`src/rtl/uart_sample_assembler.sv`:
```
// Packs UART bytes into BYTES_PER_SAMPLE-byte samples tagged with a round-robin channel; `SYNC_HDR_EN adds header hunt.
// Latency: sample presented one cycle after the strobe of its final byte.
// Backpressure: output held until acked; a sample completing while one is still held is dropped (out_overrun).
module uart_sample_assembler #(
    parameter int         BYTES_PER_SAMPLE = 2,
    parameter int         CHANNELS         = 2,
    parameter bit         LITTLE_ENDIAN    = 1'b1,
    parameter int         TIMEOUT_CYCLES   = 1000,
    parameter logic [7:0] SYNC_BYTE        = 8'hA5,
    localparam int        SW               = 8 * BYTES_PER_SAMPLE,
    localparam int        CW               = (CHANNELS > 1) ? $clog2(CHANNELS) : 1
) (
    input  logic          in_clk,
    input  logic          in_rst_n,
    input  logic          in_uart_ready,
    input  logic [7:0]    in_uart_frame,
    output logic [SW-1:0] out_frame,
    output logic [CW-1:0] out_channel,
    output logic          out_last,
    output logic          out_ready,
    input  logic          in_sample_ack,
    output logic          out_overrun,
    output logic          out_timeout
);

    localparam int BW = (BYTES_PER_SAMPLE > 1) ? $clog2(BYTES_PER_SAMPLE) : 1;
    localparam int TW = (TIMEOUT_CYCLES > 0) ? $clog2(TIMEOUT_CYCLES + 1) : 1;
    localparam logic [BW-1:0] LAST_BYTE = BW'(BYTES_PER_SAMPLE - 1);
    localparam logic [CW-1:0] LAST_CH   = CW'(CHANNELS - 1);

    logic [SW-1:0] shadow_q, shadow_d;
    logic [BW-1:0] byte_idx_q, byte_idx_d;
    logic [CW-1:0] ch_idx_q, ch_idx_d;
    logic [TW-1:0] tmo_cnt_q, tmo_cnt_d;
    logic [SW-1:0] out_frame_q, out_frame_d;
    logic [CW-1:0] out_channel_q, out_channel_d;
    logic          out_last_q, out_last_d;
    logic          out_ready_q, out_ready_d;
    logic          out_overrun_q, out_overrun_d;
    logic          out_timeout_q, out_timeout_d;

    logic          in_collect;
    logic          accept;
    logic          complete;
    logic          active;
    logic          timeout_fire;
    logic [BW-1:0] slot;
    logic [SW-1:0] assembled;

`ifdef SYNC_HDR_EN
    typedef enum logic {HUNT, COLLECT} state_e;
    state_e state_q, state_d;
    assign in_collect = (state_q == COLLECT);
`else
    assign in_collect = 1'b1;
`endif

    assign accept   = in_uart_ready && in_collect;
    assign complete = accept && (byte_idx_q == LAST_BYTE);
    assign active   = (byte_idx_q != '0) || (ch_idx_q != '0);
    assign slot     = LITTLE_ENDIAN ? byte_idx_q : (LAST_BYTE - byte_idx_q);

    // A strobe in the terminal idle cycle takes precedence over the timeout.
    generate
        if (TIMEOUT_CYCLES > 0) begin : g_tmo
            localparam logic [TW-1:0] TMO_LAST = TW'(TIMEOUT_CYCLES - 1);
            assign timeout_fire = !in_uart_ready && active && (tmo_cnt_q == TMO_LAST);
        end else begin : g_no_tmo
            assign timeout_fire = 1'b0;
        end
    endgenerate

    always_comb begin
        assembled = shadow_q;
        assembled[{slot, 3'b000} +: 8] = in_uart_frame;
    end

    always_comb begin
        tmo_cnt_d = tmo_cnt_q;
        if (in_uart_ready || timeout_fire) begin
            tmo_cnt_d = '0;
        end else if (active && (TIMEOUT_CYCLES > 0)) begin
            tmo_cnt_d = tmo_cnt_q + 1'b1;
        end
    end

    always_comb begin
        shadow_d      = shadow_q;
        byte_idx_d    = byte_idx_q;
        ch_idx_d      = ch_idx_q;
        out_frame_d   = out_frame_q;
        out_channel_d = out_channel_q;
        out_last_d    = out_last_q;
        out_ready_d   = out_ready_q;
        out_overrun_d = 1'b0;
        out_timeout_d = timeout_fire;
        if (out_ready_q && in_sample_ack) begin
            out_ready_d = 1'b0;
        end
        if (accept) begin
            shadow_d   = assembled;
            byte_idx_d = complete ? '0 : (byte_idx_q + 1'b1);
        end
        if (complete) begin
            ch_idx_d = (ch_idx_q == LAST_CH) ? '0 : (ch_idx_q + 1'b1);
            // The held sample wins; the channel slot is still consumed to keep interleave alignment.
            if (out_ready_q && !in_sample_ack) begin
                out_overrun_d = 1'b1;
            end else begin
                out_frame_d   = assembled;
                out_channel_d = ch_idx_q;
                out_last_d    = (ch_idx_q == LAST_CH);
                out_ready_d   = 1'b1;
            end
        end
        if (timeout_fire) begin
            byte_idx_d = '0;
            ch_idx_d   = '0;
        end
    end

`ifdef SYNC_HDR_EN
    always_comb begin
        state_d = state_q;
        if (timeout_fire) begin
            state_d = HUNT;
        end else if (state_q == HUNT) begin
            if (in_uart_ready && (in_uart_frame == SYNC_BYTE)) begin
                state_d = COLLECT;
            end
        end else if (complete && (ch_idx_q == LAST_CH)) begin
            state_d = HUNT;
        end
    end
`endif

    always_ff @(posedge in_clk or negedge in_rst_n) begin
        if (!in_rst_n) begin
            shadow_q      <= '0;
            byte_idx_q    <= '0;
            ch_idx_q      <= '0;
            tmo_cnt_q     <= '0;
            out_frame_q   <= '0;
            out_channel_q <= '0;
            out_last_q    <= 1'b0;
            out_ready_q   <= 1'b0;
            out_overrun_q <= 1'b0;
            out_timeout_q <= 1'b0;
`ifdef SYNC_HDR_EN
            state_q       <= HUNT;
`endif
        end else begin
            shadow_q      <= shadow_d;
            byte_idx_q    <= byte_idx_d;
            ch_idx_q      <= ch_idx_d;
            tmo_cnt_q     <= tmo_cnt_d;
            out_frame_q   <= out_frame_d;
            out_channel_q <= out_channel_d;
            out_last_q    <= out_last_d;
            out_ready_q   <= out_ready_d;
            out_overrun_q <= out_overrun_d;
            out_timeout_q <= out_timeout_d;
`ifdef SYNC_HDR_EN
            state_q       <= state_d;
`endif
        end
    end

    assign out_frame   = out_frame_q;
    assign out_channel = out_channel_q;
    assign out_last    = out_last_q;
    assign out_ready   = out_ready_q;
    assign out_overrun = out_overrun_q;
    assign out_timeout = out_timeout_q;

endmodule

```
`config.mk`:
```
export PLATFORM = sky130hd
export DESIGN_NAME = uart_sample_assembler
export DESIGN_NICKNAME = d
export VERILOG_FILES = /design/src/rtl/uart_sample_assembler.sv
export SDC_FILE = /design/constraint.sdc
export NUM_CORES = 1
export LEC_CHECK = 0
export CAP_MARGIN = 40
export CORE_ASPECT_RATIO = 1.25
export CORE_UTILIZATION = 50
export CTS_BUF_LIST = sky130_fd_sc_hd__clkbuf_16
export CTS_CLUSTER_DIAMETER = 200
export DETAILED_ROUTE_END_ITERATION = 7
export PLACE_DENSITY = 0.77
export SYNTH_ARGS = -nofsm -noshare
export SYNTH_HDL_FRONTEND = slang
export SYNTH_SLANG_ARGS = --single-unit
```
`constraint.sdc`:
```
create_clock -name in_clk -period 3.2 [get_ports in_clk]
set_clock_uncertainty 0.05 [all_clocks]
set_input_delay 0.64 -clock in_clk [delete_from_list [all_inputs] [get_ports in_clk]]
set_output_delay 0.64 -clock in_clk [all_outputs]
set_load 0.03 [all_outputs]
```
==> run_results.csv, run 1 <==
group,metric,value,unit
status,outcome,"finished clean",
floorplanning,die_x,54.9,um
floorplanning,ios,33,
worst_setup_path,slowest_stage,"clkdlybuf4s50_1",
power,p_comb_share,33.9,%
worst_setup_path,regToRegStartpoint,"tmo_cnt_q[0]",
finish,antenna_cells,0,
worst_setup_path,cp-end-kind,"flip-flop",
yosys,syn_area,1750,sq um
power,p_int,1.21,mW
flow_run,max_cap_violations,0,
placed_design,io_buffer_count,32,
detailed_routing,wl_per_cell,16.0,um
timing,setup_tns,0,ns
power,p_sw,0.601,mW
clocking,root_buffer,"clkbuf_16",
floorplanning,die_h,68.1,um
clocking,h-tree-depth,2,
worst_setup_path,crit_path_cell_trace,"clkdlybuf4s50_1 > nand2_1 > nor2b_1 > buf_4 > mux2_2",
timing,hold_slack,0.418,ns
worst_setup_path,cp_max_fo,17,
global_route,antenna_found_initial,0,
worst_setup_path,reg2reg_setup_slack,1.49,ns
clocking,cts_tree,"yes",
worst_hold_path,hold_class,"in2async",
timing,tightest_slew,0.858,ns
timing,grt_setup_unrepaired,"false",
yosys,yosysWarnings,0,
timing,relSlewSlack,42.8,%
detailed_routing,wl,3320,um
detailed_routing,drtAntennaViolNets,0,
clocking,hold_buffers,0,
timing,drv_slew,0,
clocking,post_cts_buffers,0,
detailed_routing,drc_errors,0,
yosys,syn_inst,137,
clocking,cts.sinks,40,
floorplanning,start_util,53.2,%
timing,fin_crit_sh,67.3,%
yosys,syn_area_per_cell,12.7,sq um
timing,final.min_clock_period,2.15,ns
yosys,synthArstFlopShare,100,%
timing,fmax,0.464,GHz
yosys,netlist-cell-type-count,40,
placed_design,dp.final_hpwl,2390,um
worst_setup_path,crit_type,"in2reg",
worst_setup_path,cp_num_buf_inv,2,
floorplanning,die-area,3740,sq um
placed_design,gp_congestion,0.789,
power,vdd_drop_max,0.613,mV
worst_setup_path,path_delay_family,"buffers and inverters",
finish,final_nets,183,
worst_setup_path,start_kind,"primary input",
global_route,grt_max_degree,41,
power,clockPowerShare,26.5,%
global_route,first_global_vias,1144,
timing,setup_viol,0,
worst_setup_path,cp_slowest_stage_delay,0.70,ns
power,p_sw_share,33.2,%
yosys,syn_nets,150,
clocking,cts_buffer_depth,2,
detailed_routing,vias,1174,
clocking,path_clk_slew,0.06,ns
worst_setup_path,reg2reg_depth,5,
detailed_routing,first_pass_iters,4,
yosys,synth-seq-cells,40,
yosys,synth-edff-count,0,
yosys,seq_area_frac_synth,57.3,%
detailed_routing,drtIter0Drc,14,
worst_setup_path,worstPathArrival,2.27,ns
floorplanning,rows,23,
finish,fillCellCount,264,
global_route,grt.overflow.total,0,
clocking,clock_latency,0.28,ns
timing,hold_viol,0,
clocking,cts-resized-gates,0,
yosys,synthFlopType,"dfrtp_1",
finish,fin_util,67.5,%
global_route,track_usage,20.2,%
worst_setup_path,required,3.32,ns
worst_setup_path,r2r_end,"tmo_cnt_q[6]",
power,p_leak,0.938,nW
floorplanning,coreArea,3280,sq um
finish,drive_gt1_share,26.9,%
finish,area_growth,26.8,%
global_route,grt_pass1_wl,5100,um
clocking,numCtsBuffers,5,
detailed_routing,via_per_inst,5.64,
power,p_per_area,816,nW/um^2
power,seq_power_share,39.6,%
sequential cells by signal (all words and copies together) (netlist names):
| signal | flops |
|---|---|
| byte_idx_q | 1 |
| ch_idx_q | 1 |
| out_frame | 16 |
| out_last | 1 |
| out_overrun | 1 |
| out_ready | 1 |
| out_timeout | 1 |
| shadow_q | 8 |
| tmo_cnt_q | 10 |
final cells by class:
class                   instances  area [sq um]  share of cell area (%)
flip-flops and latches         40          1000                    45.2
clock inverters                 3          18.8                   0.847
well taps                      37          46.3                    2.09
repair buffers                 33           323                    14.6
multi-input cells              90           701                    31.6
clock buffers                   5           125                    5.65
placed cells by master (no fill, tap or decap), types with 3 or more instances in the layout:
cell type / Yosys / routed
a21oi_1: 3 / 3
clkbuf_16: 0 / 5
clkdlybuf4s50_1: 0 / 31
dfrtp_1: 40 / 40
mux2_2: 25 / 25
nand2_1: 8 / 8
nand2b_1: 4 / 4
nand3_1: 7 / 7
nor2_1: 6 / 6
o21ai_0: 3 / 3
power groups by stage:
stage | sequential, mW | clock [mW] | combinational, mW
5_1_grt | 0.734 | 0.501 | 0.650
2_1_floorplan | 0.887 | 0 | 0.198
4_1_cts | 0.718 | 0.488 | 0.622
3_3_place_gp | 0.715 | 0 | 0.603
3_5_place_dp | 0.725 | 0 | 0.617
6_report | 0.716 | 0.479 | 0.613
worst max-delay path by stage:
stage                        startpoint             to  slack (ns)  depth (start not counted)
after floorplan           in_sample_ack  out_frame[10]        1.50                          5
after global placement    in_uart_ready   out_frame[5]        0.79                          5
after detailed placement  in_uart_ready   out_frame[6]        0.76                          5
after CTS                 in_uart_ready   out_frame[0]        1.03                          5
after global routing      in_uart_ready   out_frame[0]        0.91                          5
final                     in_uart_ready   out_frame[6]        1.05                          5
synthesized netlist by cell type, types with 2 or more instances:
cell | number | area (sq um)
nand2_1 | 8 | 30.0
and2_1 | 2 | 12.5
buf_2 | 2 | 10.0
or3_1 | 2 | 12.5
xor2_1 | 2 | 17.5
dfrtp_1 | 40 | 1000
buf_4 | 3 | 22.5
a21oi_1 | 3 | 15.0
nand2b_1 | 4 | 25.0
nor3_1 | 2 | 10.0
or2_2 | 2 | 12.5
mux2_2 | 25 | 282
nand3_1 | 7 | 35.0
a22o_1 | 2 | 17.5
o21ai_0 | 3 | 15.0
nor2_1 | 6 | 22.5
cells by family after synthesis:
kind of cell | Yosys count | synth area share [%]
buf+inv | 7 | 2.58
flops | 40 | 57.3
xor+xnor | 3 | 1.50
simple gates | 45 | 15.0
compound gates | 15 | 6.23
fa+ha+maj | 1 | 0.716
mux | 26 | 16.7
through the flow:
| stage | cell area [sq um] | worst slack [ns] | std cells | power, mW |
|---|---|---|---|---|
| floorplan | 1750 | 1.50 | 137 | 1.08 |
| finish | 2210 | 1.05 | 208 | 1.81 |
| global placement | 2070 | 0.793 | 200 | 1.32 |
| detailed placement | 2070 | 0.755 | 200 | 1.34 |
| CTS | 2210 | 1.03 | 208 | 1.83 |
| global route | 2210 | 0.906 | 208 | 1.89 |
layer usage:
layer  up-vias  track usage (%)  part of all wire [%]
met1       587             21.6                    42
met3         5             8.00                   5.4
li1        556                -                     -
met2        26             33.0                    50
met5         -                0                     0
met4         0             11.5                   2.0
(Power assumes the default switching activity.)
==> inputs of run 2 (changes only) <==
Clock period 3.2 ns to 2.2 ns, I/O delays scaled along.
==> run 2 against run 1 <==
Effect of this change: non-clock buffer count is 3 higher; register-to-register slack worse by 1.1 ns; final cell count is 1.4% higher; sequential share of layout area is 1.2 points lower; final area is 2.7% higher; worst hold slack worse by 0.26 ns; largest cell class unchanged; setup slack worse by 0.66 ns.
==> run_results.csv, run 2 (same netlist as run 1, synthesis figures left out) <==
group,metric,value,unit
status,outcome,"finished clean",
detailed_routing,drtIter0Drc,16,
clocking,clock_latency,0.28,ns
placed_design,place_area,2110,sq um
power,vdd_drop_max,0.867,mV
timing,hold_viol,0,
worst_setup_path,crit_path_cell_trace,"ha_1 > nand4b_1 > o31ai_1 > or3_1 > nand3_1",
worst_setup_path,cp_slowest_stage_delay,0.57,ns
clocking,path_clk_slew,0.06,ns
worst_setup_path,slowest_stage,"o31ai_1",
worst_setup_path,worstPathArrival,1.92,ns
detailed_routing,via_per_inst,5.60,
worst_setup_path,crit_type,"reg2reg",
flow_run,max_cap_violations,0,
global_route,first_global_vias,1165,
clocking,root_buffer,"clkbuf_16",
floorplanning,rows,23,
clocking,numCtsBuffers,5,
floorplanning,ios,33,
worst_setup_path,cp-end-kind,"flip-flop",
detailed_routing,first_pass_iters,5,
timing,layout_setup_ws,0.383,ns
worst_hold_path,hold_class,"in2async",
detailed_routing,wl_per_cell,16.0,um
detailed_routing,drtAntennaViolNets,0,
detailed_routing,wl,3380,um
clocking,h-tree-depth,2,
clocking,cts_buffer_depth,2,
timing,grt_setup_unrepaired,"false",
clocking,cts-resized-gates,0,
global_route,grt_max_degree,41,
global_route,track_usage,21.3,%
power,p_leak,0.972,nW
detailed_routing,vias,1182,
worst_setup_path,required,2.31,ns
detailed_routing,drc_errors,0,
finish,largest_reg_flops,16,
timing,hold_slack,0.155,ns
timing,setup_viol,0,
placed_design,gp_congestion,0.782,
clocking,post_cts_buffers,0,
finish,drive_gt1_share,28.7,%
global_route,antenna_found_initial,0,
clocking,cts.sinks,40,
finish,area_growth,30.2,%
timing,fmax,0.550,GHz
timing,setup_tns,0,ns
placed_design,io_buffer_count,32,
finish,final_common_cell,"dfrtp_1",
global_route,grt.overflow.total,0,
floorplanning,die_h,68.1,um
finish,layout_common_cells,"dfrtp_1 (40), clkdlybuf4s50_1 (31), mux2_2 (25)",
timing,tightest_slew,0.573,ns
power,p_per_area,1210,nW/um^2
worst_setup_path,reg2reg_depth,5,
floorplanning,die-area,3740,sq um
timing,drv_slew,0,
timing,relSlewSlack,61.5,%
worst_setup_path,start_kind,"flip-flop",
finish,fin_area,2270,sq um
clocking,hold_buffers,0,
placed_design,dp.final_hpwl,2380,um
floorplanning,coreArea,3280,sq um
finish,antenna_cells,0,
worst_setup_path,cp_max_fo,5,
clocking,cts_tree,"yes",
timing,final.min_clock_period,1.82,ns
floorplanning,die_x,54.9,um
finish,final_nets,186,
global_route,grt_pass1_wl,5400,um
timing,fin_crit_sh,82.6,%
floorplanning,start_util,53.2,%
placed_design,pre_cts_ws,0.210,ns
[run 2: report_power, final]
group / total (mW) / internal, mW / switching [mW]
Sequential: 1.04 / 0.922 / 0.119
Combinational: 0.905 / 0.428 / 0.477
Clock: 0.807 / 0.532 / 0.276
[run 2: per-stage QoR]
| step | power [mW] | std cells | util, % |
|---|---|---|---|
| 5_1_grt | 2.88 | 211 | 69.3 |
| 4_1_cts | 2.79 | 211 | 69.3 |
| 6_report | 2.75 | 211 | 69.3 |
| 3_5_place_dp | 1.96 | 203 | 64.2 |
| 2_1_floorplan | 1.58 | 137 | - |
| 3_3_place_gp | 1.93 | 203 | 64.2 |
[run 2: per-layer routing]
layer / wire length, um / vias to the layer above / track usage (%)
li1: - / 554 / -
met1: 1340 / 596 / 24.7
met2: 1800 / 26 / 34.5
met3: 169 / 6 / 7.56
met4: 69 / 0 / 9.62
met5: 0 / - / 0
[run 2: area by class of cell]
cell class | instances | area [sq um]
sequential | 40 | 1000
multi-input combinational | 90 | 701
clock buffer | 5 | 125
clock inverter | 3 | 42.5
tap | 37 | 46.3
timing repair buffer | 36 | 358
fill | 247 | 1010
[run 2: path summary, 6_finish.rpt]
path / from / to / slack [ns]
max: tmo_cnt_q[0] / tmo_cnt_q[3] / 0.38
min: in_rst_n / tmo_cnt_q[6] / 0.15
max reg2reg: tmo_cnt_q[0] / tmo_cnt_q[3] / 0.38
min reg2reg: shadow_q[5] / shadow_q[5] / 0.45
max in group asynchronous: in_rst_n / out_frame[12] / 1.59
min in group in_clk: shadow_q[5] / shadow_q[5] / 0.45
[run 2: critical path, delay by kind of cell, from the launching register on]
kind	cells	cell delay [ns]
AO/OA/AOI/OAI	1	0.57
AND/OR/NAND/NOR	3	0.47
adder cells (fa/ha/maj)	1	0.21
flip-flops	1	0.40
==> inputs of run 3 (changes only) <==
Clock period 2.2 ns to 1.9 ns, I/O delays scaled along.
==> run 3 against run 2 <==
Effect of this change: register-to-register slack lost 0.22 ns; routed wire length grew 2.4%; critical path type is now reg2out; worst hold slack lost 0.15 ns; via count is the same; largest cell class unchanged; non-clock buffer count grew 3.
==> run_results.csv, run 3 (same netlist as run 1, synthesis figures left out) <==
group,metric,value,unit
finish,largest_reg_flops,16,
worst_setup_path,r2r_end,"tmo_cnt_q[4]",
placed_design,dp.cells,206,
worst_setup_path,cp-end-kind,"output pin",
worst_setup_path,reg2reg_depth,5,
global_route,antenna_found_initial,0,
worst_setup_path,start_kind,"flip-flop",
timing,tightest_slew,0.492,ns
flow_run,max_cap_violations,0,
power,p_sw,1.01,mW
clocking,cts_tree,"yes",
clocking,h-tree-depth,2,
finish,fillCellCount,242,
worst_setup_path,worstPathArrival,1.34,ns
clocking,root_buffer,"clkbuf_16",
power,finalPower,3.20,mW
worst_setup_path,regToRegStartpoint,"tmo_cnt_q[0]",
finish,final_nets,189,
timing,layout_setup_ws,0.127,ns
power,seq_power_share,37.6,%
floorplanning,rows,23,
worst_setup_path,reg2reg_setup_slack,0.16,ns
finish,area_growth,32.6,%
worst_setup_path,cp_slowest_stage_delay,0.70,ns
timing,fmax,0.564,GHz
timing,setup_tns,0,ns
clocking,post_cts_buffers,0,
floorplanning,die_x,54.9,um
finish,drive_gt1_share,28.8,%
global_route,grt.overflow.total,0,
timing,relSlewSlack,66.9,%
detailed_routing,wl,3460,um
finish,fin_util,70.6,%
placed_design,gp_congestion,0.795,
power,p_int,2.19,mW
detailed_routing,via_per_inst,5.52,
worst_setup_path,slowest_stage,"clkdlybuf4s50_1",
floorplanning,die-area,3740,sq um
clocking,path_clk_slew,0.06,ns
finish,fin_cells,214,
timing,final.min_clock_period,1.77,ns
power,p_sw_share,31.5,%
worst_setup_path,required,1.47,ns
clocking,clock_latency,0.28,ns
timing,fin_crit_sh,93.3,%
worst_setup_path,cp_max_fo,2,
global_route,track_usage,22.0,%
timing,hold_viol,0,
worst_setup_path,crit_type,"reg2out",
floorplanning,ios,33,
power,p_leak,0.995,nW
timing,grt_setup_unrepaired,"false",
placed_design,dp.final_hpwl,2390,um
timing,hold_slack,0.00903,ns
clocking,numCtsBuffers,5,
global_route,grt_pass1_wl,5590,um
finish,layout_common_cells,"dfrtp_1 (40), clkdlybuf4s50_1 (31), mux2_2 (25)",
power,clockPowerShare,28.6,%
floorplanning,start_util,53.2,%
power,p_comb_share,33.7,%
worst_setup_path,path_delay_family,"buffers and inverters",
floorplanning,coreArea,3280,sq um
detailed_routing,drtAntennaViolNets,0,
detailed_routing,first_pass_iters,4,
worst_setup_path,cp_num_buf_inv,1,
clocking,hold_buffers,0,
finish,multi_input_comb_area,701,sq um
finish,fin_area,2320,sq um
global_route,grt_max_degree,41,
detailed_routing,drtIter0Drc,17,
placed_design,pre_cts_ws,-0.0145,ns
clocking,cts_buffer_depth,2,
placed_design,place_area,2150,sq um
finish,seqCellArea,1000,sq um
clocking,cts.sinks,40,
power,vdd_drop_max,0.987,mV
clocking,cts-resized-gates,0,
finish,antenna_cells,0,
placed_design,io_buffer_count,32,
timing,setup_viol,0,
detailed_routing,vias,1182,
status,outcome,"finished clean",
finish,final_common_cell,"dfrtp_1",
detailed_routing,wl_per_cell,16.1,um
floorplanning,die_h,68.1,um
global_route,first_global_vias,1248,
worst_hold_path,hold_class,"in2async",
worst_setup_path,crit_path_cell_trace,"clkdlybuf4s50_1",
power,p_per_area,1380,nW/um^2
timing,drv_slew,0,
detailed_routing,drc_errors,0,
-- run 3: layout make-up --
cell class | count | area share (%)
sequential | 40 | 43.2
timing repair buffer | 39 | 17.5
multi-input combinational | 90 | 30.3
clock buffer | 5 | 5.40
clock inverter | 3 | 1.62
tap | 37 | 2.00
-- run 3: worst max path at each step --
stage | cells past startpoint | startpoint | end
after global routing | 5 | tmo_cnt_q[0] | tmo_cnt_q[0]
after CTS | 1 | out_last | out_last
after floorplan | 5 | out_ready | out_frame[10]
final | 1 | out_frame[7] | out_frame[7]
after global placement | 5 | in_sample_ack | out_frame[14]
after detailed placement | 5 | in_sample_ack | out_last
-- run 3: metal layers --
metal / track usage (%) / part of all wire (%) / vias up / wire length [um]
met5: 0 / 0 / - / 0
met1: 22.8 / 40 / 590 / 1370
met2: 38.3 / 54 / 23 / 1850
li1: - / - / 563 / -
met4: 9.94 / 1.7 / 0 / 59
met3: 8.22 / 4.9 / 6 / 169
-- run 3: power groups by stage --
stage	combinational [mW]	clock, mW	sequential [mW]
global route	1.15	0.969	1.24
floorplan	0.334	0	1.49
CTS	1.09	0.938	1.21
finish	1.08	0.916	1.21
detailed placement	1.08	0	1.22
global placement	1.05	0	1.20
